File: src/rtl/stream_out_ctrl.sv
// Output-side stream controller for the accelerator result path.
// Waits for a (optionally delayed) core-finish pulse qualified by the final-round
// flag, then reads burst_len+1 words from a 1-cycle-latency result buffer and
// presents them as an AXI-stream-style master. dst_ready low stalls everything.
module stream_out_ctrl #(
    parameter int AW           = 8,
    parameter int LASTW        = 16,
    parameter int FIN_DELAY    = 0,
    parameter int STREAM_EVERY = 0
) (
    input  logic             clk,
    input  logic             rst,
    input  logic             get_fin,
    input  logic             get_v,
    input  logic [LASTW-1:0] last,
    input  logic [AW-1:0]    burst_len,
    input  logic             dst_ready,
    output logic             dst_valid,
    output logic             dst_last,
    output logic             stream_v,
    output logic [AW-1:0]    stream_a,
    output logic             busy,
    output logic [15:0]      frame_cnt
);

    typedef enum logic {
        IDLE   = 1'b0,
        STREAM = 1'b1
    } state_t;

    state_t         state_reg;
    state_t         state_next;
    logic           fin_d;
    logic           last_q1_reg;
    logic           last_q_reg;
    logic           fin_pend_reg;
    logic           last_pend_reg;
    logic           qual;
    logic           trigger;
    logic           burst_done;
    logic [AW-1:0]  cnt_reg;
    logic [AW-1:0]  len_q_reg;
    logic [15:0]    frame_cnt_reg;
    logic           dst_valid_reg;
    logic           dst_last_reg;

    // Align the finish pulse with the core's count; zero stages is a wire.
    generate
        if (FIN_DELAY == 0) begin : g_fin_comb
            assign fin_d = get_fin;
        end else begin : g_fin_pipe
            logic [FIN_DELAY-1:0] fin_sr_reg;

            // Shift the finish pulse through FIN_DELAY flops.
            always_ff @(posedge clk) begin
                if (rst) begin
                    fin_sr_reg <= '0;
                end else begin
                    for (int i = FIN_DELAY - 1; i > 0; i--) begin
                        fin_sr_reg[i] <= fin_sr_reg[i-1];
                    end
                    fin_sr_reg[0] <= get_fin;
                end
            end

            assign fin_d = fin_sr_reg[FIN_DELAY-1];
        end
    endgenerate

    // Final-round flag, delayed two cycles.
    always_ff @(posedge clk) begin
        if (rst) begin
            last_q1_reg <= 1'b0;
            last_q_reg  <= 1'b0;
        end else begin
            last_q1_reg <= (last != '0);
            last_q_reg  <= last_q1_reg;
        end
    end

    // Hold fin/last events that arrive while busy or before qualification.
    // A new round (get_v) discards a stale fin, even one arriving that cycle.
    always_ff @(posedge clk) begin
        if (rst) begin
            fin_pend_reg  <= 1'b0;
            last_pend_reg <= 1'b0;
        end else begin
            if (trigger || get_v) begin
                fin_pend_reg <= 1'b0;
            end else if (fin_d) begin
                fin_pend_reg <= 1'b1;
            end
            if (trigger) begin
                last_pend_reg <= 1'b0;
            end else if (last_q_reg) begin
                last_pend_reg <= 1'b1;
            end
        end
    end

    assign qual       = (STREAM_EVERY != 0) ? 1'b1 : (last_q_reg | last_pend_reg);
    assign trigger    = (state_reg == IDLE) & (fin_d | fin_pend_reg) & qual & dst_ready;
    assign burst_done = (state_reg == STREAM) & dst_ready & (cnt_reg == len_q_reg);

    // State register.
    always_ff @(posedge clk) begin
        if (rst) begin
            state_reg <= IDLE;
        end else begin
            state_reg <= state_next;
        end
    end

    // Next-state logic.
    always_comb begin
        state_next = state_reg;
        case (state_reg)
            IDLE:    if (trigger)    state_next = STREAM;
            STREAM:  if (burst_done) state_next = IDLE;
            default: state_next = IDLE;
        endcase
    end

    // Beat counter, captured length and completed-frame counter.
    // The counter returns to 0 on the final beat so it never exceeds len_q and
    // the read address rests at 0 while idle.
    always_ff @(posedge clk) begin
        if (rst) begin
            cnt_reg       <= '0;
            len_q_reg     <= '0;
            frame_cnt_reg <= '0;
        end else if (trigger) begin
            cnt_reg   <= '0;
            len_q_reg <= burst_len;
        end else if ((state_reg == STREAM) && dst_ready) begin
            if (cnt_reg == len_q_reg) begin
                cnt_reg       <= '0;
                frame_cnt_reg <= frame_cnt_reg + 16'd1;
            end else begin
                cnt_reg <= cnt_reg + AW'(1);
            end
        end
    end

    // Output beat flags follow the buffer read by one cycle; frozen on stall.
    always_ff @(posedge clk) begin
        if (rst) begin
            dst_valid_reg <= 1'b0;
            dst_last_reg  <= 1'b0;
        end else if (dst_ready) begin
            dst_valid_reg <= (state_reg == STREAM);
            dst_last_reg  <= (state_reg == STREAM) && (cnt_reg == len_q_reg);
        end
    end

    assign stream_v  = (state_reg == STREAM) & dst_ready;
    assign stream_a  = cnt_reg;
    assign busy      = (state_reg == STREAM);
    assign dst_valid = dst_valid_reg;
    assign dst_last  = dst_last_reg;
    assign frame_cnt = frame_cnt_reg;

endmodule

File: config.mk
export PLATFORM = sky130hd
export DESIGN_NAME = stream_out_ctrl
export DESIGN_NICKNAME = d
export VERILOG_FILES = /design/src/rtl/stream_out_ctrl.sv
export SDC_FILE = /design/constraint.sdc
export NUM_CORES = 1
export LEC_CHECK = 0
export CORE_MARGIN = 2
export CORE_UTILIZATION = 45
export DETAILED_ROUTE_END_ITERATION = 10
export PLACE_DENSITY = 0.78
export SLEW_MARGIN = 20
export SYNTH_ARGS = -nofsm -noshare
export SYNTH_HDL_FRONTEND = slang
export SYNTH_SLANG_ARGS = --single-unit
File: constraint.sdc
create_clock -name clk -period 2.5 [get_ports clk]
set_input_delay 0.25 -clock clk [delete_from_list [all_inputs] [get_ports clk]]
set_output_delay 0.25 -clock clk [all_outputs]
set_load 0.1 [all_outputs]
[Word level (Yosys, flattened, before mapping)]
Index checks and enable logic that the tools add are counted.
Storage, ports and cells
  register bits after elaboration: 39
  bits of input ports: 29
  output and inout bits: 28
Operators by class
  add/sub/neg operators: 2
  eq/ne operators: 1
  multiplexer cells: 4
  bitwise gates (word level): 9
  reductions and logical operators: 7
Operators by type and width (count)
  $add A16 B1 Y16 const B: 1
  $reduce_bool A16 Y1: 1
  $add A8 B1 Y8 const B: 1
  $eq A8 B8 Y1: 1
  $mux W8: 1
  $and A1 B1 Y1: 5
  $reduce_or A2 Y1: 2
  $reduce_and A3 Y1: 1
  $logic_and A1 B1 Y1: 2
  $mux W1: 2
  $not A1 Y1: 2
  $or A1 B1 Y1: 2
  $pmux W1 S2: 1
  $logic_or A1 B1 Y1: 1

[Logic depth before layout (Yosys ltp)]
  word-level depth: 6
  depth in mapped cells: 7

[Worst setup path after synthesis]
OpenSTA, ideal clock, no wires.
  path type: register to register
  start point: register state_reg, in the netlist busy
  end point: register frame_cnt_reg[12], in the netlist frame_cnt[12]
  library setup time: 0.070 ns
  arrival: 3.044 ns
  data required time: 2.430 ns
  path slack: -0.615 ns
  cell stages (with the launch flop): 8
  buffers on the path: 1
  period minus slack after synthesis: 3.115 ns
  path through: dfxtp_1 nand2_1 inv_2 nand4_2 or4_4 buf_6 or3_1 a21oi_1
On the way
  longest elaborated chain between the ends: 6
RTL lines
  start, declared: RTL line 31  | state_t state_reg;
  start signal, assigned: RTL line 110  | state_reg <= state_next;
  $not A1 Y1
  $and A1 B1 Y1 (3 in a row): RTL line 102  | assign trigger = (state_reg == IDLE) & (fin_d | fin_pend_reg) & qual & dst_ready;
  $not A1 Y1 (no line)
  $reduce_and A3 Y1 (no line) (*)
  end signal, assigned: RTL line 138  | frame_cnt_reg <= frame_cnt_reg + 16'd1;
  end, declared: RTL line 43  | logic [15:0] frame_cnt_reg;
Mark *: on every way between the ends. The rest lies on a longest branch, timed or not.
A chain may end at the register's enable or synchronous reset.

[Final worst setup path]
  start point: input port dst_ready
  end point: register frame_cnt_reg[14], in the netlist frame_cnt[14]
On the way
  longest elaborated chain between the ends: 3
RTL lines
  start, declared: RTL line 17  | input logic dst_ready,
  $and A1 B1 Y1: RTL line 102
  $not A1 Y1 (no line)
  $reduce_and A3 Y1 (no line) (*)
Marked as above.

==> run_results.csv <==
group,metric,value,unit
final_layout,drive_above_1_share,21.7,%
global_routing,grt_start_max_net_pins,32,
clocking,cts_buffers,5,
logic_synthesis,synth_area_leaders,"dfxtp_1, mux2i_1, a21oi_1",
power_and_ir_drop,power.ir.vdd_worst,0.000318,V
worst_setup_path,setup.worst_path.end_class,"register",
logic_synthesis,share_of_the_synthesized_area_in_the_top_cell_type,44.2,%
clocking,clk_slew_on_worst_s_h_paths,0.08,ns
timing,final_hold_viol_count,0,
clocking,holdBufCountCts,0,
placed_design,dpl-instance-area,2330,um2
floorplan,dieHeight,66.6,um
floorplan,floorplan.core_area,3720,um2
floorplan,initial_standard_cell_utilization_of_the_core,47.5,%
clocking,cts_setup_buffers,0,
worst_setup_path,path_buf_inv,2,
logic_synthesis,area_share_of_and_or_nand_nor_cells_after_synthesis,27.5,%
timing,timing_worst_slew_pin_value,0.374,ns
global_routing,initial_antenna_violation_count,0,
clocking,cts_tree,"yes",
logic_synthesis,synth-edff-count,0,
worst_setup_path,worst_ep_arrival_time,2.35,ns
global_routing,gr-usage-all-layers,20.1,%
routing,drt-total-wl,3.95,mm
worst_setup_path,worst_path_max_delay_cell,"or4_4",
worst_setup_path,data_required_critical_path,2.73,ns
worst_setup_path,worstPathMaxFanout,12,
timing,fmaxAchievable,0.473,GHz
logic_synthesis,synth.area.mux_share,5.10,%
logic_synthesis,postSynthCellCount,198,
floorplan,die_w,66.6,um
final_layout,finish.cell_count_without_fillers,306,
routing,antenna_violation_net_count_after_detailed_routing,0,
placed_design,place_congestion,0.771,
routing,drt_iter0_drc,163,
logic_synthesis,combinational_family_with_the_most_area_after_synthesis,"simple AND/OR/NAND/NOR gates",
timing,fin_crit,2.12,ns
placed_design,place.detailed.instances,298,
logic_synthesis,synth_area_in_adders,1.42,%
worst_setup_path,crit_path_cell_trace,"clkdlybuf4s50_1 > nand2_1 > inv_4 > nand4_2 > or4_4 > or3_1 > a21oi_1",
final_layout,fillers,337,
logic_synthesis,synthXorXnorAreaFrac,8.86,%
final_layout,finish.net_count,288,
logic_synthesis,ys.warnings.count,0,
global_routing,grt-ovfl-total,0,
final_layout,mostFrequentLayoutCells,"buf_4, dfxtp_1, clkdlybuf4s50_1, nor2_1, a21oi_1",
timing,timing.slew.headroom,74.8,%
worst_setup_path,worstSetupStartpointType,"primary input",
power_and_ir_drop,leakage_power_of_the_design,0.897,nW
run,max-cap-violations,0,
floorplan,io_pins,57,
clocking,post_cts_resize_count,0,
clocking,cts_root_buffer,"clkbuf_8",
placed_design,port-buffer-count,56,
logic_synthesis,synth.distinct_cells,36,
logic_synthesis,async_reset_ff_share,0,%
final_layout,area.growth.synth_to_final,36.7,%
timing,setup_viol,0,
clocking,cts-root-to-sink-buffers,2,
global_routing,wire_length_of_the_first_global_routing_pass,6.78,mm
timing,min_period_over_period,84.6,%
routing,detail_route.vias_per_cell,5.34,
timing,grt_setup_unrepaired,"no",
logic_synthesis,average_instance_area_after_synthesis,8.92,um2
routing,dr_total_vias,1633,
final_layout,layout.cells.most_common,"buf_4",
logic_synthesis,seq_total_area_yosys,44.2,%
routing,routedWlPerCell,12.9,um
logic_synthesis,synth_area_leader_cell,"dfxtp_1",
logic_synthesis,ys_ff_latch,39,
timing,finClkSkew,0.00972,ns
worst_setup_path,worst-setup-path-type,"primary input to register",
global_routing,vias_in_the_first_global_route,1487,
final_layout,antennaDiodeCount,0,
power_and_ir_drop,power_per_cell_area,497,nW/um2
logic_synthesis,mapped_nets,229,
floorplan,die-area,4440,um2
clocking,htree_num_levels,2,
logic_synthesis,mappedNetlistArea,1770,um2
timing,final-max-slew-violation-count,0,
placed_design,detailedPlacementHpwl,2.91,mm
status,status,"finished clean",
logic_synthesis,synth_flop_cell,"dfxtp_1",
worst_setup_path,critical-path-max-stage-delay,0.65,ns
clocking,clkSinkCount,39,
routing,dr.pass1.iters,4,
floorplan,row_count,22,
final_layout,largest_register_ff_count,16,
worst_setup_path,critical_path.top_delay_family,"simple AND/OR/NAND/NOR gates",
timing,hold_slack,0.438,ns
final_layout,finish.instance_area,2410,um2
clocking,worst_skew_pair.late_latency,0.30,ns
logic_synthesis,synth_compound_area_share,10.3,%
timing,totalNegativeSetupSlack,0,ns
worst_hold_path,hold_class,"register to register",
power_and_ir_drop,design_power_total,1.20,mW
routing,drt_drc_violations_left,0,
[cell families after synthesis]
family | after synthesis
buffers and inverters | 10
xor gates and xnor gates | 17
AOI/OAI and AO/OA | 32
and+or+nand+nor | 89
DFF | 39
adders and majority gates | 2
muxes | 9
[per-stage QoR]
stage / setup WS (ns) / utilization, %
global route: 0.253 / 64.9
floorplan: 0.0664 / -
global placement: 0.165 / 62.7
finish: 0.384 / 64.9
detailed placement: 0.105 / 62.7
CTS: 0.392 / 64.9
[cell type report]
cell class	count	area (um2)	area share [%]
multi-input cells	149	945	39.1
flip-flops and latches	39	797	33.0
repair buffers	59	513	21.3
clock buffers	6	72.6	3.01
well taps	48	60.1	2.49
inverters	3	13.8	0.570
clock inverters	2	12.5	0.518
[metal layers]
layer / up-vias / share of wire (%) / global-route usage [%]
met5: - / 0 / 0
met4: 0 / 1.2 / 6.12
met3: 7 / 4.8 / 6.08
met2: 36 / 48 / 34.0
met1: 756 / 46 / 24.3
li1: 834 / - / -
[where the power goes]
part	total, mW	switching [mW]	internal, mW	leakage [nW]
Combinational	0.145	0.0775	0.0670	0.535
Sequential	0.640	0.00767	0.632	0.322
Clock	0.414	0.219	0.195	0.0412
Total	1.20	0.305	0.894	0.897
[synthesized netlist by cell type, types with 2 or more instances]
master	instances
dfxtp_1	39
nand3_1	10
mux2i_1	9
nor2_1	21
xor2_1	7
ha_1	2
xnor2_1	9
nor4_1	7
or3_1	12
o21ai_0	10
inv_1	2
clkbuf_1	6
a21oi_1	16
nand2_1	12
nand2b_1	4
o31ai_1	2
nand4_1	4
and3_1	5
nor3_1	4
[path summary, 6_finish.rpt]
path              slack [ns]  cells after the start         from             to
setup / recovery        0.38                      7    dst_ready  frame_cnt[14]
hold / removal          0.44                      1  last_q1_reg     last_q_reg
setup reg to reg        0.46                      5  stream_a[1]  frame_cnt[14]
hold reg to reg         0.44                      1  last_q1_reg     last_q_reg
No activity file was read; power rests on OpenSTA's default activity.
